[src/rtl/ssd_pkg.sv]
// Shared constants and hex glyph lookup for the seven-segment scan driver.
// Segment vectors are {g,f,e,d,c,b,a}, active-low.
package ssd_pkg;

   localparam int unsigned DIGITS  = 4;
   localparam int unsigned DIG_W   = 4;
   localparam int unsigned SEG_W   = 7;
   localparam int unsigned DATA_W  = DIGITS * DIG_W;

   localparam logic [SEG_W-1:0] SEG_0   = 7'b1000000;
   localparam logic [SEG_W-1:0] SEG_1   = 7'b1111001;
   localparam logic [SEG_W-1:0] SEG_2   = 7'b0100100;
   localparam logic [SEG_W-1:0] SEG_3   = 7'b0110000;
   localparam logic [SEG_W-1:0] SEG_4   = 7'b0011001;
   localparam logic [SEG_W-1:0] SEG_5   = 7'b0010010;
   localparam logic [SEG_W-1:0] SEG_6   = 7'b0000010;
   localparam logic [SEG_W-1:0] SEG_7   = 7'b1111000;
   localparam logic [SEG_W-1:0] SEG_8   = 7'b0000000;
   localparam logic [SEG_W-1:0] SEG_9   = 7'b0010000;
   localparam logic [SEG_W-1:0] SEG_A   = 7'b0001000;
   localparam logic [SEG_W-1:0] SEG_B   = 7'b0000011;
   localparam logic [SEG_W-1:0] SEG_C   = 7'b1000110;
   localparam logic [SEG_W-1:0] SEG_D   = 7'b0100001;
   localparam logic [SEG_W-1:0] SEG_E   = 7'b0000110;
   localparam logic [SEG_W-1:0] SEG_F   = 7'b0001110;
   localparam logic [SEG_W-1:0] SEG_OFF = 7'h7F;
   localparam logic [DIGITS-1:0] AN_OFF = 4'hF;

   function automatic logic [SEG_W-1:0] hex_to_seg(input logic [DIG_W-1:0] i_val);
      logic [SEG_W-1:0] seg;
      seg = SEG_OFF;
      case (i_val)
         4'h0: seg = SEG_0;
         4'h1: seg = SEG_1;
         4'h2: seg = SEG_2;
         4'h3: seg = SEG_3;
         4'h4: seg = SEG_4;
         4'h5: seg = SEG_5;
         4'h6: seg = SEG_6;
         4'h7: seg = SEG_7;
         4'h8: seg = SEG_8;
         4'h9: seg = SEG_9;
         4'hA: seg = SEG_A;
         4'hB: seg = SEG_B;
         4'hC: seg = SEG_C;
         4'hD: seg = SEG_D;
         4'hE: seg = SEG_E;
         4'hF: seg = SEG_F;
      endcase
      return seg;
   endfunction

endpackage

[src/rtl/seg7_dec.sv]
// Combinational hex-to-segment decoder with a blank override.
module seg7_dec
   import ssd_pkg::*;
(
   input  logic [DIG_W-1:0] i_val,
   input  logic             i_blank,
   output logic [SEG_W-1:0] o_seg_c
);

   always_comb begin
      o_seg_c = SEG_OFF;
      if (!i_blank) o_seg_c = hex_to_seg(i_val);
   end

endmodule

[src/rtl/ssd_scan.sv]
// Four-digit multiplexed common-anode display driver with frame-synchronous
// data swap, leading-zero blanking and decimal points.
module ssd_scan
   import ssd_pkg::*;
#(
   parameter int unsigned REFRESH_DIV = 100000
)(
   input  logic              ssd_scan_clk,
   input  logic              ssd_scan_rst_n,
   input  logic              ssd_scan_en,
   input  logic              ssd_scan_load,
   input  logic [DATA_W-1:0] ssd_scan_d,
   input  logic [DIGITS-1:0] ssd_scan_dp,
   input  logic              ssd_scan_lzb,
   output logic [DIGITS-1:0] ssd_scan_an,
   output logic [SEG_W-1:0]  ssd_scan_seg,
   output logic              ssd_scan_dpo,
   output logic              ssd_scan_frame
);

   localparam int unsigned PW = (REFRESH_DIV > 2) ? $clog2(REFRESH_DIV) : 1;
   localparam logic [PW-1:0] PRESC_MAX = PW'(REFRESH_DIV - 1);

   logic [PW-1:0]     r_presc;
   logic [1:0]        r_idx;
   logic [DATA_W-1:0] r_shadow_d;
   logic [DIGITS-1:0] r_shadow_dp;
   logic [DATA_W-1:0] r_active_d;
   logic [DIGITS-1:0] r_active_dp;
   logic              r_pending;
   logic [DIGITS-1:0] r_an;
   logic [SEG_W-1:0]  r_seg;
   logic              r_dpo;
   logic              r_frame;

   logic              w_tick;
   logic              w_wrap;
   logic [DIG_W-1:0]  w_digit;
   logic              w_blank;
   logic [SEG_W-1:0]  w_seg;

   assign w_tick  = (r_presc == PRESC_MAX);
   assign w_wrap  = w_tick && (r_idx == 2'd3);
   assign w_digit = r_active_d[{r_idx, 2'b00} +: DIG_W];

   // Refresh prescaler and digit index
   always_ff @(posedge ssd_scan_clk or negedge ssd_scan_rst_n) begin
      if (!ssd_scan_rst_n) begin
         r_presc <= '0;
         r_idx   <= 2'd0;
      end else begin
         r_presc <= w_tick ? '0 : r_presc + PW'(1);
         if (w_tick) r_idx <= r_idx + 2'd1;
      end
   end

   // Shadow captures loads; active only swaps at a frame wrap so a frame is never torn
   always_ff @(posedge ssd_scan_clk or negedge ssd_scan_rst_n) begin
      if (!ssd_scan_rst_n) begin
         r_shadow_d  <= '0;
         r_shadow_dp <= '0;
         r_active_d  <= '0;
         r_active_dp <= '0;
         r_pending   <= 1'b0;
      end else begin
         if (ssd_scan_load) begin
            r_shadow_d  <= ssd_scan_d;
            r_shadow_dp <= ssd_scan_dp;
         end
         if (w_wrap && r_pending) begin
            r_active_d  <= r_shadow_d;
            r_active_dp <= r_shadow_dp;
         end
         if (ssd_scan_load)     r_pending <= 1'b1;
         else if (w_wrap)       r_pending <= 1'b0;
      end
   end

   // Digit k blanks only when it and all digits to its left are zero
   always_comb begin
      w_blank = 1'b0;
      if (ssd_scan_lzb) begin
         case (r_idx)
            2'd3:    w_blank = (r_active_d[15:12] == 4'h0);
            2'd2:    w_blank = (r_active_d[15:8]  == 8'h00);
            2'd1:    w_blank = (r_active_d[15:4]  == 12'h000);
            default: w_blank = 1'b0;
         endcase
      end
   end

   seg7_dec u_dec (
      .i_val   (w_digit),
      .i_blank (w_blank),
      .o_seg_c (w_seg)
   );

   always_ff @(posedge ssd_scan_clk or negedge ssd_scan_rst_n) begin
      if (!ssd_scan_rst_n) begin
         r_an    <= AN_OFF;
         r_seg   <= SEG_OFF;
         r_dpo   <= 1'b1;
         r_frame <= 1'b0;
      end else begin
         r_frame <= w_wrap;
         if (ssd_scan_en) begin
            r_an  <= ~(4'b0001 << r_idx);
            r_seg <= w_seg;
            r_dpo <= ~r_active_dp[r_idx];
         end else begin
            r_an  <= AN_OFF;
            r_seg <= SEG_OFF;
            r_dpo <= 1'b1;
         end
      end
   end

   assign ssd_scan_an    = r_an;
   assign ssd_scan_seg   = r_seg;
   assign ssd_scan_dpo   = r_dpo;
   assign ssd_scan_frame = r_frame;

endmodule

[config.mk]
export PLATFORM = sky130hd
export DESIGN_NAME = ssd_scan
export DESIGN_NICKNAME = d
export VERILOG_FILES = /design/src/rtl/ssd_pkg.sv /design/src/rtl/seg7_dec.sv /design/src/rtl/ssd_scan.sv
export SDC_FILE = /design/constraint.sdc
export NUM_CORES = 1
export LEC_CHECK = 0
export ABC_AREA = 1
export CAP_MARGIN = 40
export CORE_ASPECT_RATIO = 0.75
export CORE_MARGIN = 2
export CORE_UTILIZATION = 41
export CTS_BUF_LIST = sky130_fd_sc_hd__clkbuf_8
export DETAILED_ROUTE_END_ITERATION = 12
export GPL_TIMING_DRIVEN = 0
export PLACE_DENSITY = 0.6
export SYNTH_ARGS = -nofsm -noshare
export SYNTH_HDL_FRONTEND = slang
export SYNTH_SLANG_ARGS = --single-unit
export TNS_END_PERCENT = 20
[constraint.sdc]
create_clock -name ssd_scan_clk -period 4.17 [get_ports ssd_scan_clk]
set_input_delay 0.6255 -clock ssd_scan_clk [delete_from_list [all_inputs] [get_ports ssd_scan_clk]]
set_output_delay 0.6255 -clock ssd_scan_clk [all_outputs]
set_load 0.005 [all_outputs]
== Word-level counts from Yosys, hierarchy flattened ==
Memory sizes are Yosys's and may differ from the RTL's.
Index checks and enable logic that the tools add are counted.
Operators by class
  $add $sub $neg: 2
  $lt $le $gt $ge: 1
  eq/ne operators: 4
  shifts and indexed selects: 2
  mux-type cells: 11
  bitwise gates (word level): 2
  reductions and logical operators: 6
Operator list (number)
  17-bit by 1-bit adder with 17-bit output (second input constant): 1
  17-bit equality test (second input constant): 1
  17-bit 2-to-1 mux: 1
  16-bit by 5-bit indexed part select with 4-bit output: 1
  7-bit 2-to-1 mux: 2
  12-bit logical NOT: 1
  8-bit logical NOT: 1
  1-bit 2-to-1 mux: 5
  2-bit equality test (second input constant): 2
  4-bit logical NOT: 1
  4-bit 2-to-1 mux: 1
  4-bit inverter: 1
  1-bit by 2-bit left shift with 4-bit output (first input constant): 1
  2-bit by 3-bit less-than comparator with 1-bit output (second input constant): 1
  1-bit case mux with 3 select lines: 1
  2-bit by 1-bit adder with 2-bit output (second input constant): 1
  1-bit binary-select mux with 2-bit select: 1
  2-bit by 1-bit equality test with 1-bit output (second input constant): 1
  1-bit logical AND: 2
  2-bit nonzero test: 1
  1-bit inverter: 1
Word-level totals
  register bits after elaboration: 73
  bits in read-only memories: 112
  input bits: 25
  output and inout port bits: 13
  logic and storage cells: 40
  memories: 1
Memory list
  (no name shown): words 16, width 7, rd ports 1, clocked after Yosys merged registers in 0, write ports 0, line ssd_pkg.sv:32  | case (i_val)

== Longest topological paths before layout ==
  depth after elaboration: 5
  mapped depth: 13
  gate-level depth less buffers: 12

== By module ==
Synthesis repeated with hierarchy kept, for this count alone.
Second synthesis, totals
  cell total of the unflattened synthesis: 441
  area total of the unflattened synthesis: 3631.0 µm²
Modules (own cells, without submodules)
  ssd_scan: times used 1, cells each 389, area an instance 3342.0 µm², seq. area each 1841.8 µm²
  seg7_dec: times used 1, cells each 52, area an instance 289.0 µm², seq. area each 0.0 µm²

== Worst setup path after synthesis ==
Ideal clock, no wire load.
  kind: reg-to-reg
  start point: reg r_idx[0]
  end point: reg r_seg[0], in the netlist ssd_scan_seg[0]
  library setup time: 90 ps
  data arrival time: 1513 ps
  required time: 4080 ps
  setup slack: 2567 ps
  stages on the path, launching flop included: 13
  path buffers: 1
  period minus slack after synthesis: 1603 ps
  path through: dfrtp_1 -> inv_1 -> buf_2 -> nand2_1 -> nand3_1 -> nand2_1 -> ha_1 -> inv_1 -> nand3_1 -> nand3_1 -> nand2_1 -> inv_1 -> nand2_1
On the way
  word-level cells in the longest chain between the ends: 5
  elaborated cells on any way between the ends: 9
  those cells by class: eq/ne: 3; shift: 1; mux: 4; memory: 1
RTL lines
  start: declaration: line ssd_scan.sv:25  | logic [1:0] r_idx;
  start signal: assignment: line ssd_scan.sv:53  | if (w_tick) r_idx <= r_idx + 2'd1;
  branches (longest 3 deep; another with memory 16 x 7 bit)
  7-bit 2-to-1 mux *: line seg7_dec.sv:12  | if (!i_blank) o_seg_c = hex_to_seg(i_val);
  7-bit 2-to-1 mux *: line ssd_scan.sv:106  | if (ssd_scan_en) begin
  end signal: assignment: line ssd_scan.sv:108  | r_seg <= w_seg;
  end: declaration: line ssd_scan.sv:32  | logic [SEG_W-1:0] r_seg;
Mark *: on every way between the ends.
A chain may end at the register's enable or synchronous reset.

== Worst setup path after layout ==
  start point: reg r_an[2], in the netlist ssd_scan_an[2]
  end point: out ssd_scan_an[2]
RTL lines
  start: declaration: line ssd_scan.sv:31  | logic [DIGITS-1:0] r_an;
  start signal: assignment: line ssd_scan.sv:107  | r_an <= ~(4'b0001 << r_idx);
  end: declaration: line ssd_scan.sv:15  | output logic [DIGITS-1:0] ssd_scan_an,
No word-level cell between the ends.

==> out/results.ini <==
[run_status]
outcome = finished, final reports clean

[routing]
route.antenna.remaining_nets = 0
drc = 0
num_vias = 2965
number_of_search_and_repair_iterations_in_the_first_detailed_routing_pass = 4
drt-initial-drc-count = 168
post_drt_via_cell_ratio = 4.626
avgRoutedWirePerCell_microns = 12.00
route.final.wire_length_microns = 7690

[worst_setup_path]
cp_num_buf_inv = 1
worstPathCellList = clkdlybuf4s50_1
worst-setup-path-type = register to output pin
timing.critical_path.from_type = register
arrival_ps = 1370
cp_slowest_cell = sky130_fd_sc_hd__dfstp_2
timing.critical_path.required_ps = 3540
worst_path_largest_cell_delay_ps = 530
path_max_fanout = 1
path_delay_family = flip-flops
timing.critical_path.to_type = output pin

[sta]
final_max_slew_viol_count = 0
finalCriticalPeriod_ps = 1994
totalNegativeSetupSlack_ps = 0
grt_setup_unrepaired = no
slew_headroom = 0.6216
fmaxAchievable_mhz = 501.6
finalClockSkew_ps = 7.785
setup_viols_final = 0
timing_hold_violations_final = 0
worst-slew-pin-transition_ps = 567.6
fin_worst_hold_slack_ps = 199.0
fin_crit_sh = 0.4781

[placed_design]
dp_hpwl_microns = 5727
gp_congestion = 0.8847
place.port_buffers = 37

[synth]
synth.yosys.seq_area_share = 0.4930
syn_area_per_cell_sq_um = 7.849
synth_cells = 476
post_synth_instance_area_sq_mm = 0.003736
yosys_warnings = 0
synth_nets = 513
synth-seq-cells = 73
yosys.cell_types.count = 24

[clocking]
clockBufferDepth = 2
tritoncts = yes
post-cts-setup-buffers = 0
clk_transition_reported_paths_ps = 70
tritoncts_num_sinks = 73
cts-buffers-inserted = 9
cts.repair.resized = 0
cts_hold_buffers = 0
clock_tree.root_cell = sky130_fd_sc_hd__clkbuf_8
clock_insertion_delay_worst_skew_ps = 350
cts_htree_levels = 3

[finish]
most-common-layout-cells = 145 x sky130_fd_sc_hd__nand2_1, 95 x sky130_fd_sc_hd__inv_1, 61 x sky130_fd_sc_hd__dfrtp_1, 36 x sky130_fd_sc_hd__clkdlybuf4s50_1, 28 x sky130_fd_sc_hd__o21ai_0
most_common_cell_after_layout_fill_and_taps_aside = sky130_fd_sc_hd__nand2_1
drive_above_1_share = 0.08318
layout.nets = 562
areaGrowthSynthToFinish_pct = 19.96
n_antenna_cell = 0
nFillCells = 889

[global_route]
number_of_antenna_violations_at_the_first_check_in_global_routing = 0
overflow = 0
grt_max_degree = 46
grt_pass1_vias = 2781
grtUsageTotal = 0.1709
first_pass_grt_wire_length_microns = 13170

[pwr]
vdd_ir_drop_max_mv = 0.1846
p_per_area_mw_per_mm2 = 313.6
cellLeakagePower_uw = 0.002422

[floorplan]
initial_cell_density_of_the_core = 0.4182
die-area_sq_mm = 0.009900
floorplan.rows = 30
die_h_microns = 86.67
die_width_microns = 114.2
floorplan.core_area_sq_mm = 0.008934
io-pin-count = 38

[flow_run]
drv.max_cap_violation_count = 0

[min_path]
hold_path_class = primary input to asynchronous set/reset pin

## cell usage after synthesis, drive strengths merged
| master | n | area, sq um |
|---|---|---|
| a21oi | 8 | 40.04 |
| buf | 6 | 47.54 |
| clkbuf | 8 | 30.03 |
| dfrtp | 61 | 1526 |
| dfstp | 12 | 315.3 |
| ha | 12 | 150.1 |
| inv | 96 | 360.3 |
| nand2 | 149 | 574.3 |
| nand3 | 26 | 140.1 |
| nand3b | 1 | 7.510 |
| nand4 | 25 | 156.4 |
| nor2 | 26 | 121.4 |
| nor3 | 8 | 40.04 |
| o21ai | 28 | 140.1 |
| o21bai | 1 | 7.510 |
| xor2 | 9 | 78.83 |
## final timing paths
check                                    start              end  slack (ps)  depth (start not counted)
min in group ssd_scan_clk           r_presc[0]       r_presc[0]         460                          1
worst max-delay path            ssd_scan_an[2]   ssd_scan_an[2]        2180                          1
max in group asynchronous       ssd_scan_rst_n   ssd_scan_an[3]        3360                          2
worst min-delay path            ssd_scan_rst_n   r_shadow_d[11]         200                          1
worst max register to register        r_idx[0]  ssd_scan_seg[0]        2250                         12
worst min register to register      r_presc[0]       r_presc[0]         460                          1
## routing by layer
layer,vias up,track usage,share of wire
li1,1559,-,-
met1,1343,0.2385,0.51
met2,59,0.2619,0.43
met3,4,0.04825,0.050
met4,0,0.04767,0.0064
met5,-,0,0
## sequential cells by signal, summed over array words and instances (netlist names)
register	count
ssd_scan_an	4
r_shadow_dp	4
r_active_d	16
r_idx	2
r_active_dp	4
r_presc	17
r_pending	1
ssd_scan_dpo	1
r_shadow_d	16
ssd_scan_seg	7
ssd_scan_frame	1
## kinds of logic after synthesis
logic type      Yosys count  share of synthesized area
flops                    73                     0.4930
simple gates            235                     0.2783
compound gates           37                    0.05023
buf+inv                 110                     0.1172
fa+ha+maj                12                    0.04019
xor+xnor                  9                    0.02110
## power by group
group          switching, uW  internal, uW
logic                   41.1          37.1
registers               5.09           731
clock network            246           345
## per-stage QoR
stage / total power (uW) / setup slack [ps] / cells / instance area, sq um / util
floorplan: 773.4 / 2567 / 476 / 3736 / -
global route: 1470 / 1995 / 641 / 4482 / 0.5017
global placement: 824.9 / -67.52 / 625 / 4247 / 0.4754
CTS: 1428 / 2147 / 641 / 4482 / 0.5017
finish: 1406 / 2176 / 641 / 4482 / 0.5017
detailed placement: 829.9 / 2167 / 626 / 4272 / 0.4782
## final cells by class
type	instances	area, sq um	area share
repair buffers	38	395.4	0.08822
well taps	112	140.1	0.03127
multi-input cells	293	1456	0.3250
flip-flops and latches	73	1842	0.4109
clock buffers	10	137.6	0.03071
inverters	96	360.3	0.08040
plain buffers	14	77.57	0.01731
clock inverters	5	72.57	0.01619
Note: power is estimated with default switching activity, not from simulation.
